`config.mk`:
```
export PLATFORM = sky130hd
export DESIGN_NAME = count_ones_seq
export DESIGN_NICKNAME = d
export VERILOG_FILES = /design/src/rtl/count_ones_seq.sv
export SDC_FILE = /design/constraint.sdc
export NUM_CORES = 1
export LEC_CHECK = 0
export CORE_AREA = 2 2 59 55
export CTS_BUF_LIST = sky130_fd_sc_hd__clkbuf_8
export CTS_CLUSTER_DIAMETER = 120
export CTS_CLUSTER_SIZE = 14
export DETAILED_ROUTE_END_ITERATION = 6
export DIE_AREA = 0 0 61 57
export PLACE_DENSITY = 0.79
export SLEW_MARGIN = 20
export SYNTH_ARGS = -nofsm -noshare
export SYNTH_HDL_FRONTEND = slang
export SYNTH_SLANG_ARGS = --single-unit
```
`constraint.sdc`:
```
create_clock -name clk -period 2.9 [get_ports clk]
set_clock_uncertainty 0.05 [all_clocks]
set_input_delay 0.87 -clock clk [delete_from_list [all_inputs] [get_ports clk]]
set_output_delay 0.87 -clock clk [all_outputs]
set_load 0.005 [all_outputs]
```
`src/rtl/count_ones_seq.sv`:
```
`timescale 1ns/1ps
// count_ones_seq: sequential popcount. Accepts a DATA_WIDTH-bit word, scans it
// CHUNK bits per cycle into an accumulator and presents the number of one-bits
// (plus its parity) until the consumer takes it.
// Optional build macro COUNT_ONES_EARLY_EXIT_EN: finish the scan as soon as the
// remaining unscanned bits are all zero (the result value is unchanged).
module count_ones_seq #(
    parameter int DATA_WIDTH  = 16,
    parameter int CHUNK       = 4,
    parameter int COUNT_WIDTH = 5
) (
    input  logic                   clk,
    input  logic                   reset,
    input  logic                   abort,
    input  logic                   in_valid,
    output logic                   in_ready,
    input  logic [DATA_WIDTH-1:0]  data,
    output logic                   out_valid,
    input  logic                   out_ready,
    output logic [COUNT_WIDTH-1:0] bit_count,
    output logic                   parity
);

    localparam int NCHUNK = DATA_WIDTH / CHUNK;
    localparam int CNT_W  = (NCHUNK > 1) ? $clog2(NCHUNK) : 1;
    localparam logic [CNT_W-1:0] LAST_CNT = CNT_W'(NCHUNK - 1);

    typedef enum logic [1:0] {
        IDLE = 2'd0,
        SCAN = 2'd1,
        DONE = 2'd2
    } state_e;

    state_e                 state_q, state_d;
    logic [DATA_WIDTH-1:0]  shreg_q, shreg_d;
    logic [COUNT_WIDTH-1:0] acc_q, acc_d;
    logic [CNT_W-1:0]       cnt_q, cnt_d;
    logic [COUNT_WIDTH-1:0] count_q, count_d;

    logic [COUNT_WIDTH-1:0] sum;
    logic [DATA_WIDTH-1:0]  shifted;
    logic                   finish;

    // Number of one-bits in one chunk; COUNT_WIDTH is wide enough for the whole word.
    function automatic logic [COUNT_WIDTH-1:0] chunk_pop(input logic [CHUNK-1:0] c);
        logic [COUNT_WIDTH-1:0] n;
        n = '0;
        for (int i = 0; i < CHUNK; i++) begin
            n = n + COUNT_WIDTH'(c[i]);
        end
        return n;
    endfunction

    // Next-state and datapath update; abort overrides every transition.
    always_comb begin
        state_d = state_q;
        shreg_d = shreg_q;
        acc_d   = acc_q;
        cnt_d   = cnt_q;
        count_d = count_q;

        sum     = acc_q + chunk_pop(shreg_q[CHUNK-1:0]);
        shifted = shreg_q >> CHUNK;
`ifdef COUNT_ONES_EARLY_EXIT_EN
        finish  = (cnt_q == LAST_CNT) || (shifted == '0);
`else
        finish  = (cnt_q == LAST_CNT);
`endif

        if (abort) begin
            state_d = IDLE;
        end else begin
            case (state_q)
                IDLE: begin
                    if (in_valid) begin
                        shreg_d = data;
                        acc_d   = '0;
                        cnt_d   = '0;
                        state_d = SCAN;
                    end
                end
                SCAN: begin
                    acc_d   = sum;
                    shreg_d = shifted;
                    cnt_d   = cnt_q + CNT_W'(1);
                    if (finish) begin
                        count_d = sum;
                        state_d = DONE;
                    end
                end
                DONE: begin
                    if (out_ready) begin
                        state_d = IDLE;
                    end
                end
                default: state_d = IDLE;
            endcase
        end
    end

    // State and datapath registers; reset discards any job in flight.
    always_ff @(posedge clk or negedge reset) begin
        if (!reset) begin
            state_q <= IDLE;
            shreg_q <= '0;
            acc_q   <= '0;
            cnt_q   <= '0;
            count_q <= '0;
        end else begin
            state_q <= state_d;
            shreg_q <= shreg_d;
            acc_q   <= acc_d;
            cnt_q   <= cnt_d;
            count_q <= count_d;
        end
    end

    assign in_ready  = (state_q == IDLE);
    assign out_valid = (state_q == DONE);
    assign bit_count = count_q;
    assign parity    = count_q[0];

endmodule

```
== Yosys cells after proc, flatten, opt, wreduce, memory -nomap -nowiden ==
Cells that the tools add are included.
Storage, ports and cells
  input port bits: 21
  register bits: 30
Cells by class
  muxes and demuxes: 11
  bitwise operators: 1
  reduce and logical (&&, ||, !) cells: 5
  equal/unequal tests: 7
  add/subtract/negate cells: 5
Operators by type and width (number)
  case mux 16 bit (2 select lines): 1
  2-to-1 mux 16 bit: 1
  2-to-1 mux 2 bit: 5
  case mux 5 bit (2 select lines): 1
  AND reduction 3 bit: 3
  != test 3 bit (second input constant): 2
  case mux 2 bit (3 select lines): 1
  adder 5 x 4 -> 5 bit: 1
  2-to-1 mux 5 bit: 1
  adder 3 x 1 -> 4 bit: 1
  == test 2 bit (second input constant): 2
  case mux 2 bit (2 select lines): 1
  adder 2 x 1 -> 3 bit: 1
  != test 3 x 2 -> 1 bit (second input constant): 1
  adder 1 x 1 -> 2 bit: 1
  adder 2 x 1 -> 2 bit (second input constant): 1
  == test 2 x 1 -> 1 bit (second input constant): 1
  zero test 2 bit: 1
  != test 2 bit (second input constant): 1
  nonzero test 2 bit: 1
  NOT 1 bit: 1

== Depth between registers and ports, before layout ==
  depth after elaboration: 5
  depth in mapped cells: 7
  gate-level depth less buffers: 7

== Least setup slack after synthesis ==
No wires, ideal clock.
  path type: register to register
  from: register shreg_q[0]
  to: register acc_q[2]
  library setup time: 0.128 ns
  arrival: 2.112 ns
  stages on the path, launching flop included: 8
  path slack: 0.609 ns
  path through: dfrtp_1 -> fa_1 -> inv_1 -> fa_1 -> fa_1 -> and2_1 -> o21ai_0 -> o31ai_1
On the way
  longest elaborated chain between the ends: 5
Ends and longest elaborated chain
  from (decl): line 35  | logic [DATA_WIDTH-1:0] shreg_q, shreg_d;
  from (signal assigned): line 111  | shreg_q <= shreg_d;
  adder 1 x 1 -> 2 bit: line 49  | n = n + COUNT_WIDTH'(c[i]);
  adder 2 x 1 -> 3 bit: line 49
  adder 3 x 1 -> 4 bit: line 49
  adder 5 x 4 -> 5 bit: line 62  | sum = acc_q + chunk_pop(shreg_q[CHUNK-1:0]);
  case mux 5 bit (2 select lines): line 73  | case (state_q)
  to (signal assigned): line 106  | acc_q <= '0;
  to (signal assigned): line 112  | acc_q <= acc_d;
  to (decl): line 36  | logic [COUNT_WIDTH-1:0] acc_q, acc_d;
Every way passes these cells.
A chain may end at the register's enable or synchronous reset.

== Worst setup path after layout ==
  from: register shreg_q[0]
  to: register acc_q[4]
Same word-level chain as after synthesis.

==> run_results.csv <==
group,metric,value,unit
finish,n_antenna_cell,0,
floorplan,die_w,61,um
logic_synthesis,async_flop_share,1.000,
detailed_routing,drtIter0Drc,29,
timing,tightest_slew,0.4988,ns
logic_synthesis,synthTopCellsByArea,"dfrtp_1 51%, mux2i_1 8.9%, nand2_1 8.0%, o21ai_0 6.2%, fa_1 4.1%",
run_status,status,"completed",
logic_synthesis,synth-seq-area-share,0.5133,
logic_synthesis,synth_area,1463,um^2
pwr,powerDensity,655.5,nW/um^2
logic_synthesis,synth_top_area_share,0.5133,
placed_design,dpl.cell_count,206,
floorplan,io-pin-count,29,
global_route,grt_pass1_vias,1056,
finish,nFillCells,254,
clocking,cts_buffers,5,
timing,rsz0062_at_grt,"no",
worst_setup_path,worst_path_most_repeated_cell,"fa_1",
detailed_routing,routedWlPerCell,12.01,um
timing,layout_min_cycle_time,2.432,ns
detailed_routing,vias,1036,
floorplan,rows,19,
worst_setup_path,worstPathMaxFanout,4,
timing,finalWorstSetupSlack,0.4677,ns
timing,drv_slew,0,
detailed_routing,first_pass_iters,4,
worst_setup_path,crit_slowest_cell,"fa_1",
timing,max_freq,411.1,MHz
worst_setup_path,crit_type,"flip-flop to flip-flop",
finish,multiInputGateArea,621.8,um^2
min_path,holdPathEnd,"shreg_q[10]",
logic_synthesis,synth_most_common_cell,"nand2_1",
clocking,clockBufferDepth,2,
floorplan,start_util,0.5002,
floorplan,die_area,3477,um^2
logic_synthesis,ys_seq_elements,30,
placed_design,portBuffers,28,
clocking,insertion_delay,0.28,ns
detailed_routing,ant_nets,0,
run,drv_cap,0,
clocking,cts_tree,"done",
min_path,hold_depth,2,
detailed_routing,avgViaCountPerCell,4.887,
finish,drive_above_1_share,0.08235,
timing,fin_tns_setup,0,ns
worst_setup_path,max_stage_delay,0.54,ns
timing,finalCritPeriodShare,0.8387,
worst_setup_path,worstPathCellList,"fa_1 -> inv_1 -> fa_1 -> fa_1 -> nor2_1 -> xnor2_1 -> o21ai_0",
min_path,worstHoldStart,"shreg_q[10]",
clocking,clk_pin_slew_worst_paths,0.06,ns
logic_synthesis,yosysTopAreaCell,"dfrtp_1",
finish,area_growth,25.06,%
logic_synthesis,synthCells,141,
global_route,grtUsageTotal,0.1813,
worst_setup_path,reg2reg_to,"acc_q[4]",
clocking,h-tree-depth,2,
logic_synthesis,yosys_warnings,0,
worst_setup_path,worstPathRequired,3.01,ns
detailed_routing,drc,0,
clocking,ctsResizeCount,0,
logic_synthesis,avgSynthCellArea,10.37,um^2
pwr,power,1199,uW
worst_setup_path,rr_worst_depth,7,
clocking,post-cts-setup-buffers,0,
worst_setup_path,worst_setup_path_start_kind,"flip-flop",
finish,stdcell_count,212,
logic_synthesis,synth_nets,167,
finish,regArea,750.7,um^2
placed_design,post-place-ws,0.4450,ns
worst_setup_path,crit_family,"adder cells",
timing,max-slew-margin-rel,0.6667,
logic_synthesis,synth_flop_cell,"dfrtp_1",
worst_setup_path,arrival,2.54,ns
timing,setup_viol,0,
clocking,clock-sinks,30,
detailed_routing,totalWireLength,2.547,mm
clocking,cts-hold-fix-buffers,0,
pwr,p_leak,0.0008109,uW
floorplan,die_h,57,um
global_route,grt_pass1_wl,4.519,mm
worst_setup_path,r2r-start,"shreg_q[0]",
global_route,grt.overflow.total,0,
logic_synthesis,synthTopCellsByCount,"31 x nand2_1, 30 x dfrtp_1, 18 x o21ai_0",
placed_design,gp_congestion,0.8088,
worst_setup_path,r2r_slack,0.47,ns
min_path,min_path_type,"flip-flop to flip-flop",
clocking,cts-root-buf,"clkbuf_8",
global_route,antenna_found_initial,0,
pwr,ir_worst_vdd,0.2842,mV
logic_synthesis,synth_edf_count,0,
finish,fin_nets,197,
worst_setup_path,path_buf_inv,1,
global_route,grt_max_degree,33,
worst_setup_path,worst_setup_path_end_kind,"flip-flop",
timing,final-hold-violation-count,0,
floorplan,coreArea,2924,um^2
logic_synthesis,yosysUniqueCellTypes,28,
placed_design,dpl.hpwl,1.830,mm
[final cells by class]
type | instances | share of cell area
Sequential cell | 30 | 0.4104
Multi-Input combinational cell | 97 | 0.3399
Timing Repair Buffer | 30 | 0.1614
Clock buffer | 6 | 0.04514
Tap cell | 42 | 0.02873
Inverter | 7 | 0.01436
[through the flow]
step | util | cell area (um^2) | hold WS [ns]
finish | 0.6256 | 1829 | 0.4337
CTS | 0.6256 | 1829 | 0.4334
global placement | 0.5973 | 1747 | 0.4120
detailed placement | 0.5973 | 1747 | 0.4200
floorplan | - | 1463 | 0.3996
global route | 0.6256 | 1829 | 0.4572
[layout by cell type (no fill, tap or decap), drive strengths merged]
cell type and n:
clkdlybuf4s50 28, nand2 32, nor2b 2, nor3 1
and2b 1, fa 3, dfrtp 30, o31ai 1
a22o 1, a22oi 1, and2 1, nor3b 1
nor2 4, inv 7, mux2i 13, o21ai 29
clkbuf 6, xor2 2, buf 2, nand2b 1
ha 2, or2b 1, xnor2 1
[worst min-delay path: stages, from the launching register on]
cell     delay, ns
dfrtp_1       0.35
nand2_1       0.05
o21ai_0       0.06
[metal layers]
| metal | wire length [um] | vias to the layer above | GRT usage | part of all wire |
|---|---|---|---|---|
| met5 | 0 | - | 0 | 0 |
| met4 | 62 | 0 | 0.1304 | 0.024 |
| met3 | 119 | 7 | 0.04762 | 0.047 |
| met2 | 1195 | 27 | 0.2765 | 0.47 |
| met1 | 1169 | 480 | 0.2187 | 0.46 |
| li1 | - | 522 | - | - |
[sequential cells by signal, summed over array words and instances (netlist names)]
name / cells
shreg_q: 16
state_q: 2
cnt_q: 2
bit_count: 5
acc_q: 5
[logic make-up after synthesis]
logic type / synth area share
simple gates: 0.1394
xor+xnor: 0.01797
buf+inv: 0.06159
compound gates: 0.1206
fa+ha+maj: 0.05817
mux: 0.08896
flops: 0.5133
[power breakdown]
group / switching, uW / internal, uW
logic: 149 / 164
clock network: 145 / 182
registers: 57.4 / 501
total: 351 / 848
[how the worst max path moves through the flow]
| stage | endpoint | slack (ns) | cells after the start | start |
|---|---|---|---|---|
| after floorplan | acc_q[2] | 0.61 | 7 | shreg_q[0] |
| after global placement | acc_q[4] | 0.56 | 7 | shreg_q[0] |
| after detailed placement | acc_q[4] | 0.44 | 7 | shreg_q[0] |
| after CTS | acc_q[4] | 0.45 | 7 | shreg_q[0] |
| after global routing | acc_q[4] | 0.32 | 7 | shreg_q[0] |
| final | acc_q[4] | 0.47 | 7 | shreg_q[0] |
(Power assumes the default switching activity.)
